File: config.mk
export PLATFORM = sky130hd
export DESIGN_NAME = spi_xfer_arbiter
export DESIGN_NICKNAME = d
export VERILOG_FILES = /design/src/rtl/spi_pkg.sv /design/src/rtl/rr_pick.sv /design/src/rtl/spi_xfer_arbiter.sv
export SDC_FILE = /design/constraint.sdc
export NUM_CORES = 1
export LEC_CHECK = 0
export BUFFER_PORTS_ARGS = -buffer_cell sky130_fd_sc_hd__buf_2
export CORE_MARGIN = 2
export CORE_UTILIZATION = 48
export CTS_BUF_LIST = sky130_fd_sc_hd__clkbuf_8
export CTS_CLUSTER_SIZE = 16
export DETAILED_ROUTE_END_ITERATION = 8
export PLACE_DENSITY = 0.89
export REMOVE_ABC_BUFFERS = 1
export SETUP_SLACK_MARGIN = 0.1
export SLEW_MARGIN = 20
export SYNTH_ARGS = -nofsm -noshare
export SYNTH_HDL_FRONTEND = slang
export SYNTH_SLANG_ARGS = --single-unit
File: constraint.sdc
create_clock -name clk -period 2.4 [get_ports clk]
set_input_delay 0 -clock clk [delete_from_list [all_inputs] [get_ports clk]]
set_output_delay 0 -clock clk [all_outputs]
set_load 0.05 [all_outputs]
File: src/rtl/spi_pkg.sv
// rtl/spi_pkg.sv - shared encodings and defaults for the SPI transfer arbiter
//
// Purpose: state encoding of the arbiter FSM and the default WAIT timeout.
// Ports: none (package).

package spi_pkg;

  typedef enum logic [2:0] {
    ARB_IDLE   = 3'h0,
    ARB_LAUNCH = 3'h1,
    ARB_WAIT   = 3'h2,
    ARB_FINISH = 3'h3,
    ARB_ABORT  = 3'h4
  } arb_state_t;

  localparam logic [7:0] DEFAULT_TIMEOUT = 8'd200;

endpackage

File: src/rtl/rr_pick.sv
// rtl/rr_pick.sv - combinational round-robin priority selector
//
// Purpose: pick the first set bit of req, scanning upward from rr_ptr with
// wrap-around modulo N_REQ.
// Ports:
//   req    in  N_REQ  request vector
//   rr_ptr in  IDX_W  highest-priority index (always < N_REQ)
//   valid  out 1      at least one request is set
//   idx    out IDX_W  selected requester index

module rr_pick #(
  parameter int N_REQ = 4,
  parameter int IDX_W = 2
) (
  input  logic [N_REQ-1:0] req,
  input  logic [IDX_W-1:0] rr_ptr,
  output logic             valid,
  output logic [IDX_W-1:0] idx
);

  logic [IDX_W:0]   sum;
  logic [IDX_W-1:0] pos;

  // Scan from the farthest offset down to offset 0 so the last hit written
  // is the one closest to rr_ptr. The wrap is an explicit subtract so a
  // non-power-of-two N_REQ never selects an index >= N_REQ.
  always_comb begin
    valid = 1'b0;
    idx   = '0;
    sum   = '0;
    pos   = '0;
    for (int k = N_REQ - 1; k >= 0; k--) begin
      sum = {1'b0, rr_ptr} + (IDX_W + 1)'(k);
      if (sum >= (IDX_W + 1)'(N_REQ)) begin
        sum = sum - (IDX_W + 1)'(N_REQ);
      end
      pos = sum[IDX_W-1:0];
      if (req[pos]) begin
        valid = 1'b1;
        idx   = pos;
      end
    end
  end

endmodule

File: src/rtl/spi_xfer_arbiter.sv
// rtl/spi_xfer_arbiter.sv - round-robin sharing of one SPI controller
//
// Purpose: grants one requester at a time, latches its mode and length,
// sequences the controller en/we, waits for done or timeout, and returns a
// per-requester completion or error pulse. Routes controller ss to a
// per-requester active-low select vector.
// Ports:
//   clk, rst_n                 clock, asynchronous active-low reset
//   req/req_cpol/req_cpha      per-requester request and SPI mode
//   req_len                    per-requester length, slice i = [4i+3:4i]
//   gnt                        one-hot grant, LAUNCH through FINISH/ABORT
//   xfer_done/xfer_err         one-cycle completion / timeout pulses
//   ss_n                       per-slave select routed from ctrl_ss
//   ctrl_en/we/rst             controller sequencing (rst active-high)
//   ctrl_cpol/cpha/xfer_len    latched mode and length to the controller
//   ctrl_busy/done/ss          controller status inputs

module spi_xfer_arbiter
  import spi_pkg::*;
#(
  parameter int               N_REQ   = 4,
  parameter int               IDX_W   = 2,
  parameter int               TO_W    = 8,
  parameter logic [TO_W-1:0]  TIMEOUT = DEFAULT_TIMEOUT
) (
  input  logic                 clk,
  input  logic                 rst_n,
  input  logic [N_REQ-1:0]     req,
  input  logic [N_REQ-1:0]     req_cpol,
  input  logic [N_REQ-1:0]     req_cpha,
  input  logic [4*N_REQ-1:0]   req_len,
  output logic [N_REQ-1:0]     gnt,
  output logic [N_REQ-1:0]     xfer_done,
  output logic [N_REQ-1:0]     xfer_err,
  output logic [N_REQ-1:0]     ss_n,
  output logic                 ctrl_en,
  output logic                 ctrl_we,
  output logic                 ctrl_rst,
  output logic                 ctrl_cpol,
  output logic                 ctrl_cpha,
  output logic [3:0]           ctrl_xfer_len,
  input  logic                 ctrl_busy,
  input  logic                 ctrl_done,
  input  logic                 ctrl_ss
);

  arb_state_t       state, state_nxt;
  logic [IDX_W-1:0] gnt_idx;
  logic [IDX_W-1:0] rr_ptr;
  logic [IDX_W-1:0] next_ptr;
  logic [IDX_W-1:0] pick_idx;
  logic             pick_valid;
  logic [TO_W-1:0]  to_cnt;
  logic             rst_hold;
  logic [N_REQ-1:0] one_hot;
  logic             grant_on, done_on, err_on;
  logic             sel_cpol, sel_cpha;
  logic [3:0]       sel_len;

  // Sequencing keys off ctrl_done only; busy is observed but not needed.
  logic unused_busy;
  assign unused_busy = ctrl_busy;

  rr_pick #(
    .N_REQ (N_REQ),
    .IDX_W (IDX_W)
  ) u_pick (
    .req    (req),
    .rr_ptr (rr_ptr),
    .valid  (pick_valid),
    .idx    (pick_idx)
  );

  // Mux out the picked requester's mode and length.
  always_comb begin
    sel_cpol = 1'b0;
    sel_cpha = 1'b0;
    sel_len  = '0;
    for (int i = 0; i < N_REQ; i++) begin
      if (pick_idx == IDX_W'(i)) begin
        sel_cpol = req_cpol[i];
        sel_cpha = req_cpha[i];
        sel_len  = req_len[4*i +: 4];
      end
    end
  end

  assign next_ptr = (gnt_idx == IDX_W'(N_REQ - 1)) ? '0 : gnt_idx + 1'b1;
  assign one_hot  = N_REQ'(1) << gnt_idx;

  always_ff @(posedge clk or negedge rst_n) begin
    if (!rst_n) begin
      state         <= ARB_IDLE;
      gnt_idx       <= '0;
      rr_ptr        <= '0;
      to_cnt        <= '0;
      ctrl_cpol     <= 1'b0;
      ctrl_cpha     <= 1'b0;
      ctrl_xfer_len <= '0;
      rst_hold      <= 1'b1;
    end else begin
      state    <= state_nxt;
      rst_hold <= 1'b0;
      case (state)
        ARB_IDLE: begin
          if (pick_valid) begin
            gnt_idx       <= pick_idx;
            ctrl_cpol     <= sel_cpol;
            ctrl_cpha     <= sel_cpha;
            ctrl_xfer_len <= sel_len;
          end
        end
        ARB_LAUNCH: to_cnt <= '0;
        ARB_WAIT: begin
          if (to_cnt != '1) begin
            to_cnt <= to_cnt + 1'b1;
          end
        end
        ARB_FINISH, ARB_ABORT: rr_ptr <= next_ptr;
        default: ;
      endcase
    end
  end

  always_comb begin
    state_nxt = state;
    ctrl_en   = 1'b0;
    ctrl_we   = 1'b0;
    grant_on  = 1'b0;
    done_on   = 1'b0;
    err_on    = 1'b0;
    case (state)
      ARB_IDLE: begin
        if (pick_valid) state_nxt = ARB_LAUNCH;
      end
      ARB_LAUNCH: begin
        ctrl_en   = 1'b1;
        ctrl_we   = 1'b1;
        grant_on  = 1'b1;
        state_nxt = ARB_WAIT;
      end
      ARB_WAIT: begin
        ctrl_en  = 1'b1;
        grant_on = 1'b1;
        // done takes priority over a timeout landing in the same cycle
        if (ctrl_done) begin
          state_nxt = ARB_FINISH;
        end else if (to_cnt == TIMEOUT) begin
          state_nxt = ARB_ABORT;
        end
      end
      ARB_FINISH: begin
        ctrl_en   = 1'b1;
        grant_on  = 1'b1;
        done_on   = 1'b1;
        state_nxt = ARB_IDLE;
      end
      ARB_ABORT: begin
        grant_on  = 1'b1;
        err_on    = 1'b1;
        state_nxt = ARB_IDLE;
      end
      default: state_nxt = ARB_IDLE;
    endcase
  end

  assign gnt       = grant_on ? one_hot : '0;
  assign xfer_done = done_on  ? one_hot : '0;
  assign xfer_err  = err_on   ? one_hot : '0;
  // Controller stays in reset until the first clock after release.
  assign ctrl_rst  = rst_hold | err_on;

  // ctrl_ss is meaningless while the controller is held in reset, so the
  // select vector is forced inactive then.
  always_comb begin
    ss_n = '1;
    for (int i = 0; i < N_REQ; i++) begin
      if (gnt_idx == IDX_W'(i) && !rst_hold) begin
        ss_n[i] = ctrl_ss;
      end
    end
  end

endmodule

==> summary.txt <==
Floorplan
  – Die X: ~60 um
  – Die ar.: 0.00363 mm^2
  – Die height: 60.3 um
  – Core Rows: 20
  – # IOs: 58
  – Initial core utilization: 0.502
  – Total core area: 0.00303 mm^2

Synthesis
  – Seq/Total Area, Yosys: 0.363
  – Async set-reset flop share out of synthesis: 1.00
  – EDFF count, synth: 0
  – Count of different cell masters after synthesis: 38
  – Flops & latches, synth: 22
  – Top_reg_cell synth: dfrtp_1
  – Syn_area_per_cell: ~8.9 um^2
  – Mapped Area: approximately 0.0015 mm^2
  – Warnings from Yosys: 0
  – Synthesized instance count: ~170

Routing
  – Drt pass-1 iters: 4
  – Initial DRC Count: 62
  – Via count: about 1,400
  – DRC violations left: 0
  – Total Wirelength: ~3300 um
  – WL/cell: ~12 um
  – Via density: ~5.3
  – Routed Antenna Nets: 0

CTS
  – Clk_lat worst skew: roughly 260 ps
  – CTS max path bufs: 2
  – # hold bufs at CTS: 1
  – CTS H-Tree Depth: 1
  – Inserted Clock Buffers: 3
  – Post-CTS sizing: 0
  – Setup Buffers After CTS: 0
  – CTS sink cnt: 22
  – CTS root buf: clkbuf_8
  – CTS tree: done
  – Worst-path clk slew: about 80 ps

Worst setup path
  – Data arrival, critical path: ~2100 ps
  – CP max stage delay: 710 ps
  – Worst endpoint required time: approximately 2600 ps
  – Crit-path cells: or4_1 -> or2_1 -> o221ai_2
  – Slowest CP cell: or4_1
  – Worst setup EP type: flop
  – Critical path type: reg -> reg
  – CP delay by family, top: simple AND/OR/NAND/NOR gates
  – CP max FO: 10
  – Buf+Inv Stages, Crit Path: 0
  – Startpoint Class: flop

Power
  – Switching Fraction: 0.519
  – Clk pwr share: 0.112
  – Internal power: about 1.1 mW
  – Sw Pwr: 1.21 mW
  – Flop pwr share: 0.252
  – PD cells: approximately 1200 mW/mm^2
  – Comb pwr share: 0.636
  – Leak: around 0.94 nW
  – Total Power: 2.33 mW
  – Peak VDD IR: between 0.0006 and 0.0007 V

Global routing
  – Vias in the first global route: about 1,200
  – Initial antenna violation count: 0
  – Grt ovf: 0
  – Largest net degree at the start of global routing: 23
  – Aggregate global-route resource usage: 0.187
  – First-pass GRT wire length: 5120 um

STA
  – Final Cycle Share: 0.781
  – Clk_skew: 1.66 ps
  – RSZ-0062 raised after global routing: false
  – Slew Limit Headroom: 0.636
  – Hold Vio Cnt, Final: 0
  – Final setup TNS: 0 ps
  – Setup Viol. Count Final: 0
  – Crit path time final: roughly 1900 ps
  – Max Clk Rate: between 0.5 and 0.6 GHz
  – Worst-Margin Slew: around 530 ps
  – Fin. max-slew vios: 0

Placement
  – PortBufs: 56
  – Post-DP HPWL: 2530 um
  – GPL Wtd Cong: 0.824

Finish
  – Antenna Cells: 0
  – Area delta synth->final: 25.2%
  – Nets: approximately 270
  – Fraction of layout cells with a size suffix above 1: 0.320

Run status
  – Status: finished, final reports clean

Run
  – Max cap viols: 0

Worst hold path
  – Hold Path Class: in -> reg
==> worst min-delay path: stages <==
cell,delay [ps]
buf_2,70
mux2i_1,60
o221ai_2,110
==> layout make-up <==
class | instances | area (um^2)
Multi-Input combinational cell | 132 | 887
Inverter | 9 | 33.8
Sequential cell | 22 | 552
Fill cell | 280 | 1120
Clock buffer | 4 | 55.1
Tap cell | 44 | 55.1
Timing Repair Buffer | 61 | 320
==> cells in the mapped netlist, types with 2 or more instances <==
| master | number | area share |
|---|---|---|
| buf_6 | 2 | 0.015 |
| o21ai_0 | 3 | 0.0099 |
| nor2b_1 | 2 | 0.0082 |
| nor4_1 | 3 | 0.012 |
| o221ai_2 | 6 | 0.059 |
| buf_2 | 2 | 0.0066 |
| xnor2_1 | 6 | 0.035 |
| nor2_1 | 16 | 0.040 |
| clkbuf_1 | 4 | 0.0099 |
| nand2_1 | 22 | 0.054 |
| nor3_1 | 2 | 0.0066 |
| inv_1 | 9 | 0.022 |
| o22ai_1 | 5 | 0.021 |
| and2_1 | 4 | 0.016 |
| mux2i_1 | 13 | 0.086 |
| ha_1 | 6 | 0.049 |
| nand2b_1 | 4 | 0.016 |
| a2111oi_0 | 3 | 0.017 |
| and3_1 | 8 | 0.033 |
| or3_1 | 3 | 0.012 |
| dfrtp_1 | 21 | 0.35 |
| a21oi_1 | 11 | 0.036 |
==> layer usage <==
metal,part of all wire,track usage
met3,0.048,0.0260
met1,0.45,0.234
met2,0.50,0.335
met4,0.0030,0.0476
met5,0,0
==> metrics by stage <==
stage                     setup WS, ps  cell area [um^2]  instances  hold WS (ps)  utilization
after floorplan                    419              1470        163          -296            -
after global placement             594              1840        267         -12.0        0.607
after detailed placement           536              1840        267         -13.2        0.607
after CTS                          516              1900        272          23.3        0.629
after global routing               329              1900        272          46.1        0.629
final                              526              1900        272          25.0        0.629
==> path summary, 6_finish.rpt <==
kind	from	end	slack, ps	cells after the start
min	req_cpol[0]	ctrl_cpol	20	3
max reg2reg	state[1]	ctrl_xfer_len[2]	530	3
min reg2reg	ctrl_cpol	ctrl_cpol	490	2
max	state[1]	ctrl_xfer_len[2]	530	3
min in group asynchronous	rst_n	to_cnt[3]	240	2
max in group asynchronous	rst_n	rst_hold	1810	2
==> registers in the layout (all words and copies together) (netlist names) <==
register,flops
rr_ptr,2
ctrl_cpol,1
state,3
rst_hold,1
ctrl_cpha,1
ctrl_xfer_len,4
gnt_idx,2
to_cnt,8
==> layout by cell type (no fill, tap or decap), types with 2 or more instances in the layout <==
| master | Yosys | routed |
|---|---|---|
| clkbuf_8 | 0 | 4 |
| nor4_1 | 3 | 3 |
| nor2_1 | 16 | 16 |
| o22ai_1 | 5 | 5 |
| buf_2 | 2 | 56 |
| buf_4 | 0 | 4 |
| nand2_1 | 22 | 22 |
| nor3_1 | 2 | 2 |
| nor2b_1 | 2 | 2 |
| dfrtp_1 | 21 | 21 |
| inv_1 | 9 | 9 |
| and2_1 | 4 | 4 |
| nand2b_1 | 4 | 4 |
| o21ai_0 | 3 | 3 |
| a21oi_1 | 11 | 11 |
| and3_1 | 8 | 8 |
| o221ai_2 | 6 | 6 |
| mux2i_1 | 13 | 13 |
| a2111oi_0 | 3 | 3 |
| ha_1 | 6 | 6 |
| xnor2_1 | 6 | 6 |
| or3_1 | 3 | 3 |
==> power by group through the flow <==
stage          Clock, mW  Combinational (mW)  Sequential (mW)
2_1_floorplan          0               0.934            0.781
3_3_place_gp           0                1.44            0.586
3_5_place_dp           0                1.48            0.590
4_1_cts            0.269                1.49            0.584
5_1_grt            0.285                1.61            0.605
6_report           0.261                1.48            0.586
==> logic make-up (layout without fill, tap and decap cells) <==
logic type,Yosys count,after routing,synth area share
buffers and inverters,17,74,0.0535
other,1,1,0.00247
AO/OA/AOI/OAI,34,34,0.171
flip-flops,22,22,0.363
multiplexers,14,14,0.0930
AND/OR/NAND/NOR,71,71,0.233
XOR/XNOR,6,6,0.0346
adder cells (fa/ha/maj),6,6,0.0494
(Power assumes the default switching activity.)
